===== src/rtl/bcd_convert_seq_if.sv =====
// Request/result bundle for the sequential binary-to-BCD converter.
// The master issues start/bin_in and the slave returns status plus the BCD digits.
interface bcd_convert_seq_if #(
    parameter int IN_W = 8
);
    logic            start;
    logic [IN_W-1:0] bin_in;
    logic            busy;
    logic            done;
    logic [3:0]      ONES;
    logic [3:0]      TENS;
    logic [3:0]      HUNDREDS;

    modport master (
        output start, bin_in,
        input  busy, done, ONES, TENS, HUNDREDS
    );

    modport slave (
        input  start, bin_in,
        output busy, done, ONES, TENS, HUNDREDS
    );
endinterface


===== src/rtl/bcd_convert_seq.sv =====
// Sequential double-dabble converter: one operand bit per clock, result in 3 BCD digits.
// Optional one-deep request buffer enabled by defining BCD_PENDING_EN.
module bcd_convert_seq #(
    parameter int IN_W = 8
) (
    input  logic               CLOCK_50,
    input  logic               RESET_N,
    bcd_convert_seq_if.slave   bus
);
    localparam int CNT_W = $clog2(IN_W + 1);

    typedef enum logic [1:0] {IDLE, SHIFT, DONE} state_t;

    state_t            state, state_nxt;
    logic [IN_W-1:0]   shreg;
    logic [CNT_W-1:0]  cnt;
    logic [3:0]        w2, w1, w0;
    logic [3:0]        c2, c1, c0;
    logic [3:0]        w2_sh, w1_sh, w0_sh;
    logic [3:0]        ones_q, tens_q, hund_q;
    logic              load, load_pend, last;
    logic              pend_valid;
    logic [IN_W-1:0]   pend_data;

    function automatic logic [3:0] add3(input logic [3:0] d);
        return (d >= 4'd5) ? d + 4'd3 : d;
    endfunction

    // Shared correction stage followed by the one-bit chain shift
    always_comb begin
        c2    = add3(w2);
        c1    = add3(w1);
        c0    = add3(w0);
        w2_sh = {c2[2:0], c1[3]};
        w1_sh = {c1[2:0], c0[3]};
        w0_sh = {c0[2:0], shreg[IN_W-1]};
    end

    always_ff @(posedge CLOCK_50) begin
        if (!RESET_N) state <= IDLE;
        else          state <= state_nxt;
    end

    always_comb begin
        state_nxt = state;
        load      = 1'b0;
        load_pend = 1'b0;
        last      = 1'b0;
        case (state)
            IDLE: begin
                if (pend_valid) begin
                    load      = 1'b1;
                    load_pend = 1'b1;
                    state_nxt = SHIFT;
                end else if (bus.start) begin
                    load      = 1'b1;
                    state_nxt = SHIFT;
                end
            end
            SHIFT: begin
                if (cnt == CNT_W'(IN_W - 1)) begin
                    last      = 1'b1;
                    state_nxt = DONE;
                end
            end
            DONE: begin
                state_nxt = IDLE;
                if (pend_valid) begin
                    load      = 1'b1;
                    load_pend = 1'b1;
                    state_nxt = SHIFT;
                end
            end
            default: state_nxt = IDLE;
        endcase
    end

    always_ff @(posedge CLOCK_50) begin
        if (!RESET_N) begin
            shreg  <= '0;
            cnt    <= '0;
            w2     <= '0;
            w1     <= '0;
            w0     <= '0;
            ones_q <= '0;
            tens_q <= '0;
            hund_q <= '0;
        end else if (load) begin
            shreg <= load_pend ? pend_data : bus.bin_in;
            cnt   <= '0;
            w2    <= '0;
            w1    <= '0;
            w0    <= '0;
        end else if (state == SHIFT) begin
            shreg <= {shreg[IN_W-2:0], 1'b0};
            cnt   <= cnt + 1'b1;
            w2    <= w2_sh;
            w1    <= w1_sh;
            w0    <= w0_sh;
            if (last) begin
                hund_q <= w2_sh;
                tens_q <= w1_sh;
                ones_q <= w0_sh;
            end
        end
    end

`ifdef BCD_PENDING_EN
    // A request arriving while busy is parked; the DONE-cycle slot frees as it is consumed
    always_ff @(posedge CLOCK_50) begin
        if (!RESET_N) begin
            pend_valid <= 1'b0;
        end else begin
            if (load_pend)
                pend_valid <= 1'b0;
            if (bus.start && (state != IDLE) && (!pend_valid || load_pend)) begin
                pend_valid <= 1'b1;
                pend_data  <= bus.bin_in;
            end
        end
    end
`else
    assign pend_valid = 1'b0;
    assign pend_data  = '0;
`endif

    assign bus.busy     = (state != IDLE);
    assign bus.done     = (state == DONE);
    assign bus.ONES     = ones_q;
    assign bus.TENS     = tens_q;
    assign bus.HUNDREDS = hund_q;
endmodule

===== src/flat_wrapper.sv =====
// flat-port wrapper written by rule: the top's interface ports become plain ports
module bcd_convert_seq_flat 
#(
    parameter int IN_W = 8
)
  (CLOCK_50, RESET_N, bus_start, bus_bin_in, bus_busy, bus_done, bus_ONES, bus_TENS, bus_HUNDREDS);
  bcd_convert_seq_if #(.IN_W(IN_W)) bus_i ();
  input  logic CLOCK_50;
  input  logic RESET_N;
  input wire logic [$bits(bus_i.start)-1:0] bus_start;
  input wire logic [$bits(bus_i.bin_in)-1:0] bus_bin_in;
  output wire logic [$bits(bus_i.busy)-1:0] bus_busy;
  output wire logic [$bits(bus_i.done)-1:0] bus_done;
  output wire logic [$bits(bus_i.ONES)-1:0] bus_ONES;
  output wire logic [$bits(bus_i.TENS)-1:0] bus_TENS;
  output wire logic [$bits(bus_i.HUNDREDS)-1:0] bus_HUNDREDS;
  assign bus_i.start = bus_start;
  assign bus_i.bin_in = bus_bin_in;
  assign bus_busy = bus_i.busy;
  assign bus_done = bus_i.done;
  assign bus_ONES = bus_i.ONES;
  assign bus_TENS = bus_i.TENS;
  assign bus_HUNDREDS = bus_i.HUNDREDS;
  bcd_convert_seq #(.IN_W(IN_W)) u_core (.CLOCK_50(CLOCK_50), .RESET_N(RESET_N), .bus(bus_i));
endmodule

===== config.mk =====
export PLATFORM = sky130hd
export DESIGN_NAME = bcd_convert_seq_flat
export DESIGN_NICKNAME = d
export VERILOG_FILES = /design/src/rtl/bcd_convert_seq_if.sv /design/src/rtl/bcd_convert_seq.sv /design/src/flat_wrapper.sv
export SDC_FILE = /design/constraint.sdc
export NUM_CORES = 1
export LEC_CHECK = 0
export CORE_MARGIN = 2
export CORE_UTILIZATION = 40
export CTS_BUF_LIST = sky130_fd_sc_hd__clkbuf_8
export DETAILED_ROUTE_END_ITERATION = 12
export MAX_ROUTING_LAYER = met4
export SYNTH_ARGS = -nofsm -noshare
export SYNTH_HDL_FRONTEND = slang
export SYNTH_SLANG_ARGS = --single-unit

===== constraint.sdc =====
create_clock -name CLOCK_50 -period 1.45 [get_ports CLOCK_50]
set_clock_uncertainty 0.05 [all_clocks]
set_input_delay 0.2175 -clock CLOCK_50 [delete_from_list [all_inputs] [get_ports CLOCK_50]]
set_output_delay 0.2175 -clock CLOCK_50 [all_outputs]
set_load 0.02 [all_outputs]

==> flow_summary.ini, run 1 <==
[die]
pin_count = 25
number_of_placement_rows = 24
fp.coreArea_um2 = 4294
die_width_um = 70.08
die_h_um = 70.08
die_area_um2 = 4911
initial_utilization = 0.4068

[timing]
post-route-period-util = 1.000
timing.fmax_mhz = 689.6
max_slew_margin = 0.7952
tightest_slew_ns = 0.3040
maxSlewViolCount = 0
finalWorstPathRequiredPeriod_ns = 1.450
timing_hold_violations_final = 0
timing.final.setup_violations = 1
postLayoutSetupSlackWorst_ns = -0.0001213
grt_setup_unrepaired = true
totalNegativeSetupSlack_ns = -0.0001213

[layout]
syn2layout_area_growth_pct = 37.82
final_area_um2 = 2407
fraction_of_layout_cells_with_a_size_suffix_above_1 = 0.3319
fill_cells = 388
finalNetCount = 252
mostFrequentLayoutCell = sky130_fd_sc_hd__dfxtp_1
antennaDiodeCount = 0
layout_common_cells = 30 x sky130_fd_sc_hd__dfxtp_1, 29 x sky130_fd_sc_hd__nand2_1, 21 x sky130_fd_sc_hd__buf_4
total_area_of_multi_input_combinational_cells_um2 = 1039
seqCellArea_um2 = 770.7

[global_route]
grt.overflow.total = 0
globalRouteTotalUtil = 0.1774
grt_start_max_net_pins = 23
grt_pass1_vias = 1495
grt_pass1_wl_um = 6603
initial_antenna_violation_count = 0

[routing]
drt_pass1_iterations = 3
wl_per_cell_um = 13.47
wire_length_after_detailed_routing_um = 3866
drtIter0Drc = 45
detail_route.drc_violations = 0
detail-route-antenna-nets = 0
route.detailed.vias_per_inst = 5.118
via_count = 1469

[place]
hpwlAfterDp_um = 2802
numPortBuffers = 24
placed_area_um2 = 2185
gpl.final_weighted_congestion = 0.8267
place_worst_setup_slack_ns = -0.1307

[synthesis]
postSynthNetCount = 209
yosysUniqueCellTypes = 37
ys_seq_area_frac = 0.4355
yosys_register_bits = 38
syn-cell-area_um2 = 1747
warning_count_from_the_yosys_run = 0
synth_cells = 191
avgSynthCellArea_um2 = 9.145

[flow_run]
max-cap-violations = 0

[cts]
clk-insertion-delay-late_ns = 0.29
cts_tree = built
cts_buffers = 5
cts_htree_levels = 2
clk_path_buf_depth = 2
clock_sink_count = 38
cts.reportedPaths.clkPinSlew_ns = 0.07
clk_root_buffer_cell = sky130_fd_sc_hd__clkbuf_8

[pwr]
power.ir.vdd_worst_uv = 573.5
power_density_normalized_to_cell_area_nw_per_um2 = 861.2
power_leakage_nw = 0.9848

[setup_path]
critPathLaunchType = register
cp.buffers_inverters = 1
timing.critical_path.slowest_stage_cell = sky130_fd_sc_hd__dfxtp_2
crit_path_end_kind = register
dominant_delay_contributor_by_cell_family_on_the_critical_path = flip-flops
cp_max_fo = 3
setup.worst_path.class = reg2reg
cp_data_required_time_ns = 1.63
arrival_time_worst_endpoint_ns = 1.63
crit_path_max_incr_delay_ns = 0.37
timing.critical_path.cells = inv_4 > ha_4 > nand2b_4 > a21oi_4 > mux2_4 > o22ai_2

[status]
failed_checks = negative setup slack
run_status = finished, violations left

[min_path]
holdCritPathClass = reg2reg
==> registers in the layout, summed over array words and instances, names as in the netlist, 4 cells and up <==
signal               cells
u_core.shreg             8
u_core.w0                4
u_core.w2                4
u_core.bus.TENS          4
u_core.cnt               4
u_core.w1                4
u_core.bus.ONES          4
u_core.bus.HUNDREDS      4
==> logic make-up (layout without fill, tap and decap cells) <==
family / Yosys count / in the layout / share of synthesized area
simple gates: 62 / 62 / 0.1777
compound gates: 56 / 56 / 0.2235
flops: 38 / 38 / 0.4355
buf+inv: 18 / 62 / 0.05801
fa+ha+maj: 7 / 7 / 0.05014
xor+xnor: 6 / 6 / 0.03009
mux: 4 / 4 / 0.02507
==> cell type report <==
class / instances / area share
Timing Repair Buffer: 47 / 0.1715
Clock inverter: 2 / 0.003638
Sequential cell: 38 / 0.3202
Inverter: 7 / 0.01195
Multi-Input combinational cell: 135 / 0.4314
Clock buffer: 6 / 0.03430
Tap cell: 52 / 0.02703
==> where the power goes <==
group | leakage, nW | switching, W | internal (W) | total [W]
Sequential | 0.312 | 0.0000188 | 0.00107 | 0.00109
Combinational | 0.621 | 0.000121 | 0.000126 | 0.000247
Clock | 0.0524 | 0.000363 | 0.000376 | 0.000739
==> metrics by stage <==
stage / power [W] / hold slack (ns) / std cells / util
after floorplan: 0.001242 / 0.3130 / 191 / -
after global placement: 0.001326 / 0.3942 / 278 / 0.5087
after detailed placement: 0.001339 / 0.4023 / 278 / 0.5087
after CTS: 0.002092 / 0.4122 / 286 / 0.5469
after global routing: 0.002164 / 0.4393 / 287 / 0.5606
final: 0.002073 / 0.4082 / 287 / 0.5606
==> cells in the mapped netlist, drive strengths merged <==
library cell | count | area (um2)
nor3b | 6 | 50.05
and2b | 1 | 7.510
nor2b | 3 | 18.77
or2 | 2 | 12.52
nand2b | 5 | 38.78
inv | 7 | 26.27
xnor2 | 4 | 35.03
o22ai | 12 | 112.6
and2 | 1 | 6.260
ha | 7 | 87.58
nand3 | 3 | 15.01
clkbuf | 3 | 11.26
a21boi | 7 | 52.55
xor2 | 2 | 17.52
mux2 | 3 | 33.78
buf | 8 | 63.80
dfxtp | 38 | 760.7
o211a | 3 | 30.03
a211oi | 2 | 15.01
nor2 | 9 | 33.78
o21a | 1 | 7.510
and3 | 1 | 6.260
a21oi | 16 | 80.08
nand2 | 30 | 115.1
nand4 | 1 | 6.260
mux2i | 1 | 10.01
o21ai | 8 | 40.04
a22oi | 7 | 52.55
==> repair_timing <==
item | 4_1_cts | 5_1_grt
buffers inserted | 0 | 1
pin swaps | 5 | 2
endpoints found under the setup margin | 28 | 18
resized for setup | 41 | 15
hold buffers | 0 | 0
==> metal layers <==
layer / global-route usage / wire length (um) / part of all wire / vias to the layer above
met3: 0.05628 / 87 / 0.023 / 11
met4: 0.07051 / 104 / 0.027 / 0
li1: - / - / - / 748
met2: 0.3079 / 2025 / 0.52 / 22
met1: 0.1870 / 1648 / 0.43 / 688
met5: - / 0 / 0 / -
==> path summary, 6_finish.rpt <==
check | startpoint | endpoint | slack [ns] | cells after the start
max | u_core.w0[1]$_SDFFE_PP0N_ | u_core.bus.ONES[2]$_SDFFE_PN0P_ | -0.0001 | 6
min | u_core.shreg[1]$_SDFFE_PN0P_ | u_core.shreg[1]$_SDFFE_PN0P_ | 0.41 | 2
max reg2reg | u_core.w0[1]$_SDFFE_PP0N_ | u_core.bus.ONES[2]$_SDFFE_PN0P_ | -0.0001 | 6
min reg2reg | u_core.shreg[1]$_SDFFE_PN0P_ | u_core.shreg[1]$_SDFFE_PN0P_ | 0.41 | 2
==> worst register-to-register path: stages (launching register included) <==
cell,delay (ns)
sky130_fd_sc_hd__dfxtp_2,0.37
sky130_fd_sc_hd__inv_4,0.06
sky130_fd_sc_hd__ha_4,0.14
sky130_fd_sc_hd__nand2b_4,0.15
sky130_fd_sc_hd__a21oi_4,0.16
sky130_fd_sc_hd__mux2_4,0.33
sky130_fd_sc_hd__o22ai_2,0.13
No activity file was read; power rests on OpenSTA's default activity.
==> inputs of run 2 (changes only) <==
Settings changed: MAX_ROUTING_LAYER met4 to unset.
==> run 2 against run 1 <==
Net effect:
- the flow now finishes without violations
- via count barely moved
- design area is the same
- sequential power about the same
- global-route usage shrank 0.48 points
- critical path depth unchanged
- non-clock buffer count did not move
- sequential cell count unchanged
- first-iteration DRC count decreased by 18%
- total power is essentially flat
- final cell count unchanged
- highest routed layer unchanged
==> flow_summary.ini, run 2 (synthesis results as in run 1) <==
[status]
run_status = finished clean

[global_route]
grt_start_max_net_pins = 23
initial_antenna_violation_count = 0
globalRouteTotalUtil = 0.1726
grt.overflow.total = 0
grt_pass1_vias = 1495
grt_pass1_wl_um = 6610

[die]
die_h_um = 70.08
pin_count = 25
number_of_placement_rows = 24
fp.coreArea_um2 = 4294
initial_utilization = 0.4068
die_width_um = 70.08
die_area_um2 = 4911

[timing]
fin_worst_hold_slack_ns = 0.4082
maxSlewViolCount = 0
timing.fmax_mhz = 691.4
max_slew_margin = 0.8009
finalWorstPathRequiredPeriod_ns = 1.446
tightest_slew_ns = 0.2955
timing.final.setup_violations = 0
timing_hold_violations_final = 0
post-route-period-util = 0.9974
grt_setup_unrepaired = true

[layout]
instances_no_fill = 287
antennaDiodeCount = 0
largest-register = u_core.shreg
syn2layout_area_growth_pct = 37.82
fraction_of_layout_cells_with_a_size_suffix_above_1 = 0.3319
finalNetCount = 252
mostFrequentLayoutCell = sky130_fd_sc_hd__dfxtp_1
layout_common_cells = 30 x sky130_fd_sc_hd__dfxtp_1, 29 x sky130_fd_sc_hd__nand2_1, 21 x sky130_fd_sc_hd__buf_4
final_area_um2 = 2407
largest_reg_flops = 8
fill_cells = 388

[cts]
clk_path_buf_depth = 2
clk_root_buffer_cell = sky130_fd_sc_hd__clkbuf_8
cts.reportedPaths.clkPinSlew_ns = 0.07
cts_tree = built
clock_sink_count = 38
cts_hold_buffers = 0
cts_htree_levels = 2
clk-insertion-delay-late_ns = 0.29
cts_buffers = 5

[pwr]
post-layout-total-power_w = 0.002072
power.ir.vdd_worst_uv = 573.5
power_leakage_nw = 0.9848
power_density_normalized_to_cell_area_nw_per_um2 = 860.5

[setup_path]
setup.worst_path.class = reg2reg
timing.reg2reg.worst_path_depth = 6
cp_data_required_time_ns = 1.62
crit_path_end_kind = register
rrSetupSlack_ns = 0.004
critPathLaunchType = register
critical_path.reg2reg.endpoint = u_core.bus.ONES[2]$_SDFFE_PN0P_
arrival_time_worst_endpoint_ns = 1.62
cp_max_fo = 3
reg2reg_from = u_core.w0[1]$_SDFFE_PP0N_

[routing]
drtIter0Drc = 37
via_count = 1470
detail_route.drc_violations = 0
route.detailed.vias_per_inst = 5.122
detail-route-antenna-nets = 0
drt_pass1_iterations = 3
wl_per_cell_um = 13.41
wire_length_after_detailed_routing_um = 3850

[place]
numPortBuffers = 24
dp.cells = 278
placed_area_um2 = 2185
gpl.final_weighted_congestion = 0.8146
hpwlAfterDp_um = 2802

[min_path]
cell_depth_of_the_worst_hold_path = 2
holdCritPathClass = reg2reg
holdPathEnd = u_core.shreg[1]$_SDFFE_PN0P_
min-delay-start = u_core.shreg[1]$_SDFFE_PN0P_

[flow_run]
max-cap-violations = 0
run 2: cell counts in the layout (fill, tap and decap cells not counted):
No cell type changed its count.
run 2: area by class of cell:
class	instances	area (um2)	share of cell area
timing repair buffer	47	412.9	0.1715
multi-input combinational	135	1039	0.4314
inverter	7	28.78	0.01195
sequential	38	770.7	0.3202
clock inverter	2	8.758	0.003638
tap	52	65.06	0.02703
clock buffer	6	82.58	0.03430
run 2: how the worst max path moves through the flow:
| stage | from | to | slack [ns] |
|---|---|---|---|
| 4_1_cts | u_core.w0[1]$_SDFFE_PP0N_ | u_core.bus.ONES[2]$_SDFFE_PN0P_ | -0.01 |
| 3_5_place_dp | u_core.w1[0]$_SDFFE_PP0N_ | u_core.bus.TENS[1]$_SDFFE_PN0P_ | -0.13 |
| 5_1_grt | u_core.w1[0]$_SDFFE_PP0N_ | u_core.w1[2]$_SDFFE_PP0N_ | -0.03 |
| 6_report | u_core.w0[1]$_SDFFE_PP0N_ | u_core.bus.ONES[2]$_SDFFE_PN0P_ | 0.004 |
| 2_1_floorplan | u_core.w1[0]$_SDFFE_PP0N_ | u_core.w1[2]$_SDFFE_PP0N_ | -0.03 |
| 3_3_place_gp | bus_start | u_core.w0[1]$_SDFFE_PP0N_ | -0.07 |
run 2: worst max-delay path, stage by stage, from the launching register on:
cell and delay [ns]:
sky130_fd_sc_hd__dfxtp_2 0.37, sky130_fd_sc_hd__inv_4 0.06, sky130_fd_sc_hd__ha_4 0.14, sky130_fd_sc_hd__nand2b_4 0.15
sky130_fd_sc_hd__a21oi_4 0.15, sky130_fd_sc_hd__mux2_4 0.33, sky130_fd_sc_hd__o22ai_2 0.13
run 2: power by group:
part | leakage (nW) | total, W | internal [W] | switching [W]
logic | 0.621 | 0.000246 | 0.000126 | 0.000120
registers | 0.312 | 0.00109 | 0.00107 | 0.0000187
clock network | 0.0524 | 0.000738 | 0.000376 | 0.000362
total | 0.985 | 0.00207 | 0.00157 | 0.000501
run 2: routing by layer:
layer  global-route usage  vias to the layer above  routed length (um)
met2               0.3079                       22                2025
met1               0.1870                      689                1630
met5                    0                        -                   0
li1                     -                      748                   -
met3              0.05628                       11                  92
met4              0.07051                        0                 102
run 2: per-stage QoR:
stage	TNS [ns]	setup WS, ns	util
final	0	0.003704	0.5606
after global routing	-0.09035	-0.03245	0.5606
after CTS	-0.01312	-0.01312	0.5469
after detailed placement	-1.691	-0.1307	0.5087
after global placement	-0.8943	-0.07069	0.5087
after floorplan	-0.03451	-0.03451	-
run 2: timing repair:
item,CTS,global route
setup endpoints to repair,28,18
cloned,0,0
pin swaps,5,2
resized for setup,41,15
setup buffers,0,1
==> inputs of run 3 (changes only) <==
Settings changed: CORE_MARGIN 2 to unset, CTS_CLUSTER_DIAMETER set to 150.
==> run 3 against run 2 <==
Net effect:
- die area fell by 5.6%
- core utilization increased by 4.6 points
- non-clock buffer count is 5 higher
- combinational power rose by 7%
- maximum frequency fell by 0.21%
- clock-buffer cell count is the same
- clock power about the same
- final cell count is 1.0% higher
- sequential cell count did not move
- first-iteration DRC count increased by 59%
- critical path depth is the same
- largest cell class unchanged
==> flow_summary.ini, run 3 (synthesis results as in run 1) <==
[layout]
layout_common_cells = 31 x sky130_fd_sc_hd__dfxtp_1, 29 x sky130_fd_sc_hd__nand2_1, 26 x sky130_fd_sc_hd__buf_4
antennaDiodeCount = 0
final_area_um2 = 2479
finalNetCount = 257
largest-register = u_core.shreg
mostFrequentLayoutCell = sky130_fd_sc_hd__dfxtp_1
syn2layout_area_growth_pct = 41.91
fraction_of_layout_cells_with_a_size_suffix_above_1 = 0.3458
largest_reg_flops = 8
fill_cells = 353

[cts]
cts.reportedPaths.clkPinSlew_ns = 0.07
clock_sink_count = 38
cts_buffers = 5
clk_path_buf_depth = 2
clk_root_buffer_cell = sky130_fd_sc_hd__clkbuf_8
cts_tree = built
clk-insertion-delay-late_ns = 0.29
cts_htree_levels = 2

[status]
run_status = finished clean

[setup_path]
arrival_time_worst_endpoint_ns = 1.62
timing.critical_path.cells = inv_4 > ha_4 > nand2b_4 > a21oi_4 > mux2_4 > o22ai_2
reg2reg_from = u_core.w2[1]$_SDFFE_PP0N_
crit_path_max_incr_delay_ns = 0.35
timing.critical_path.from = u_core.w2[1]$_SDFFE_PP0N_
critPathLaunchType = register
cp_data_required_time_ns = 1.62
rrSetupSlack_ns = 0.0006
cp_max_fo = 3
setup.worst_path.class = reg2reg
timing.critical_path.slowest_stage_cell = sky130_fd_sc_hd__dfxtp_2
crit_path_end_kind = register

[timing]
finalWorstPathRequiredPeriod_ns = 1.449
post-route-period-util = 0.9996
grt_setup_unrepaired = true
timing.fmax_mhz = 689.9
fin_worst_hold_slack_ns = 0.4060
tightest_slew_ns = 0.2676
maxSlewViolCount = 0
totalNegativeSetupSlack_ns = 0
max_slew_margin = 0.8213
timing_hold_violations_final = 0
postLayoutSetupSlackWorst_ns = 0.0006072
timing.final.setup_violations = 0

[routing]
detail_route.drc_violations = 0
detail-route-antenna-nets = 0
drt_pass1_iterations = 4
via_count = 1491
route.detailed.vias_per_inst = 5.141
drtIter0Drc = 59
wl_per_cell_um = 14.02
wire_length_after_detailed_routing_um = 4066

[die]
die_width_um = 68.08
initial_utilization = 0.4274
die_h_um = 68.08
fp.coreArea_um2 = 4086
number_of_placement_rows = 23
pin_count = 25
die_area_um2 = 4635

[pwr]
power_switching_share = 0.2442
power.ir.vdd_worst_uv = 548.4
power_leakage_nw = 1.019
cellInternalPower_w = 0.001579
power_switching_w = 0.0005103
power_frac_clock = 0.354
power.share.sequential = 0.521
power_density_normalized_to_cell_area_nw_per_um2 = 843.1
power.combinational.fraction = 0.126

[global_route]
grt_pass1_wl_um = 6499
grt.overflow.total = 0
globalRouteTotalUtil = 0.1928
initial_antenna_violation_count = 0
grt_pass1_vias = 1471
grt_start_max_net_pins = 17

[place]
hpwlAfterDp_um = 2862
gpl.final_weighted_congestion = 0.7332
place_worst_setup_slack_ns = -0.1392
placed_area_um2 = 2185
numPortBuffers = 24

[flow_run]
max-cap-violations = 0

[min_path]
min-delay-start = u_core.shreg[1]$_SDFFE_PN0P_
holdCritPathClass = reg2reg
==> run 3: cell types whose count changed in the layout (fill, tap and decap cells not counted), sizes merged <==
cell    delta
buf        +4
clkbuf     +1
==> run 3: power groups by stage <==
stage | Sequential (W) | Combinational (W) | Clock (W)
2_1_floorplan | 0.00110 | 0.000137 | 0
3_3_place_gp | 0.00111 | 0.000226 | 0
3_5_place_dp | 0.00111 | 0.000235 | 0
4_1_cts | 0.00108 | 0.000250 | 0.000760
5_1_grt | 0.00109 | 0.000287 | 0.000801
6_report | 0.00109 | 0.000262 | 0.000739
==> run 3: layer usage <==
metal	wire length, um	GRT usage
met5	0	0
met4	94	0.08333
met3	118	0.05833
met2	1903	0.3260
met1	1949	0.2228
==> run 3: final cells by class <==
type | count | area, um2 | share of cell area
inverter | 7 | 33.78 | 0.01363
multi-input combinational | 135 | 1080 | 0.4356
sequential | 38 | 769.5 | 0.3104
clock inverter | 2 | 8.758 | 0.003534
timing repair buffer | 52 | 441.7 | 0.1782
clock buffer | 6 | 82.58 | 0.03332
tap | 50 | 62.56 | 0.02524
==> run 3: timing repair <==
item,CTS,global route
cloned,0,0
setup buffers,1,3
hold buffers,0,0
endpoints found under the setup margin,25,23
pin swaps,4,8
resized for setup,35,27
==> run 3: final timing paths <==
| path | end | cells after the start |
|---|---|---|
| worst min register to register | u_core.shreg[1]$_SDFFE_PN0P_ | 2 |
| worst max register to register | u_core.bus.HUNDREDS[2]$_SDFFE_PN0P_ | 6 |
| worst min-delay path | u_core.shreg[1]$_SDFFE_PN0P_ | 2 |
| worst max-delay path | u_core.bus.HUNDREDS[2]$_SDFFE_PN0P_ | 6 |
==> run 3: critical path, delay by kind of cell (launching register included) <==
family	cells	cell delay, ns
compound gates	2	0.32
fa+ha+maj	1	0.14
buf+inv	1	0.05
flops	1	0.35
mux	1	0.33
simple gates	1	0.14
==> run 3: stage by stage <==
stage | total power [W] | cells | util
after global placement | 0.001333 | 278 | 0.5346
after CTS | 0.002095 | 287 | 0.5784
final | 0.002090 | 290 | 0.6066
after floorplan | 0.001242 | 191 | -
after detailed placement | 0.001343 | 278 | 0.5346
after global routing | 0.002179 | 290 | 0.6066
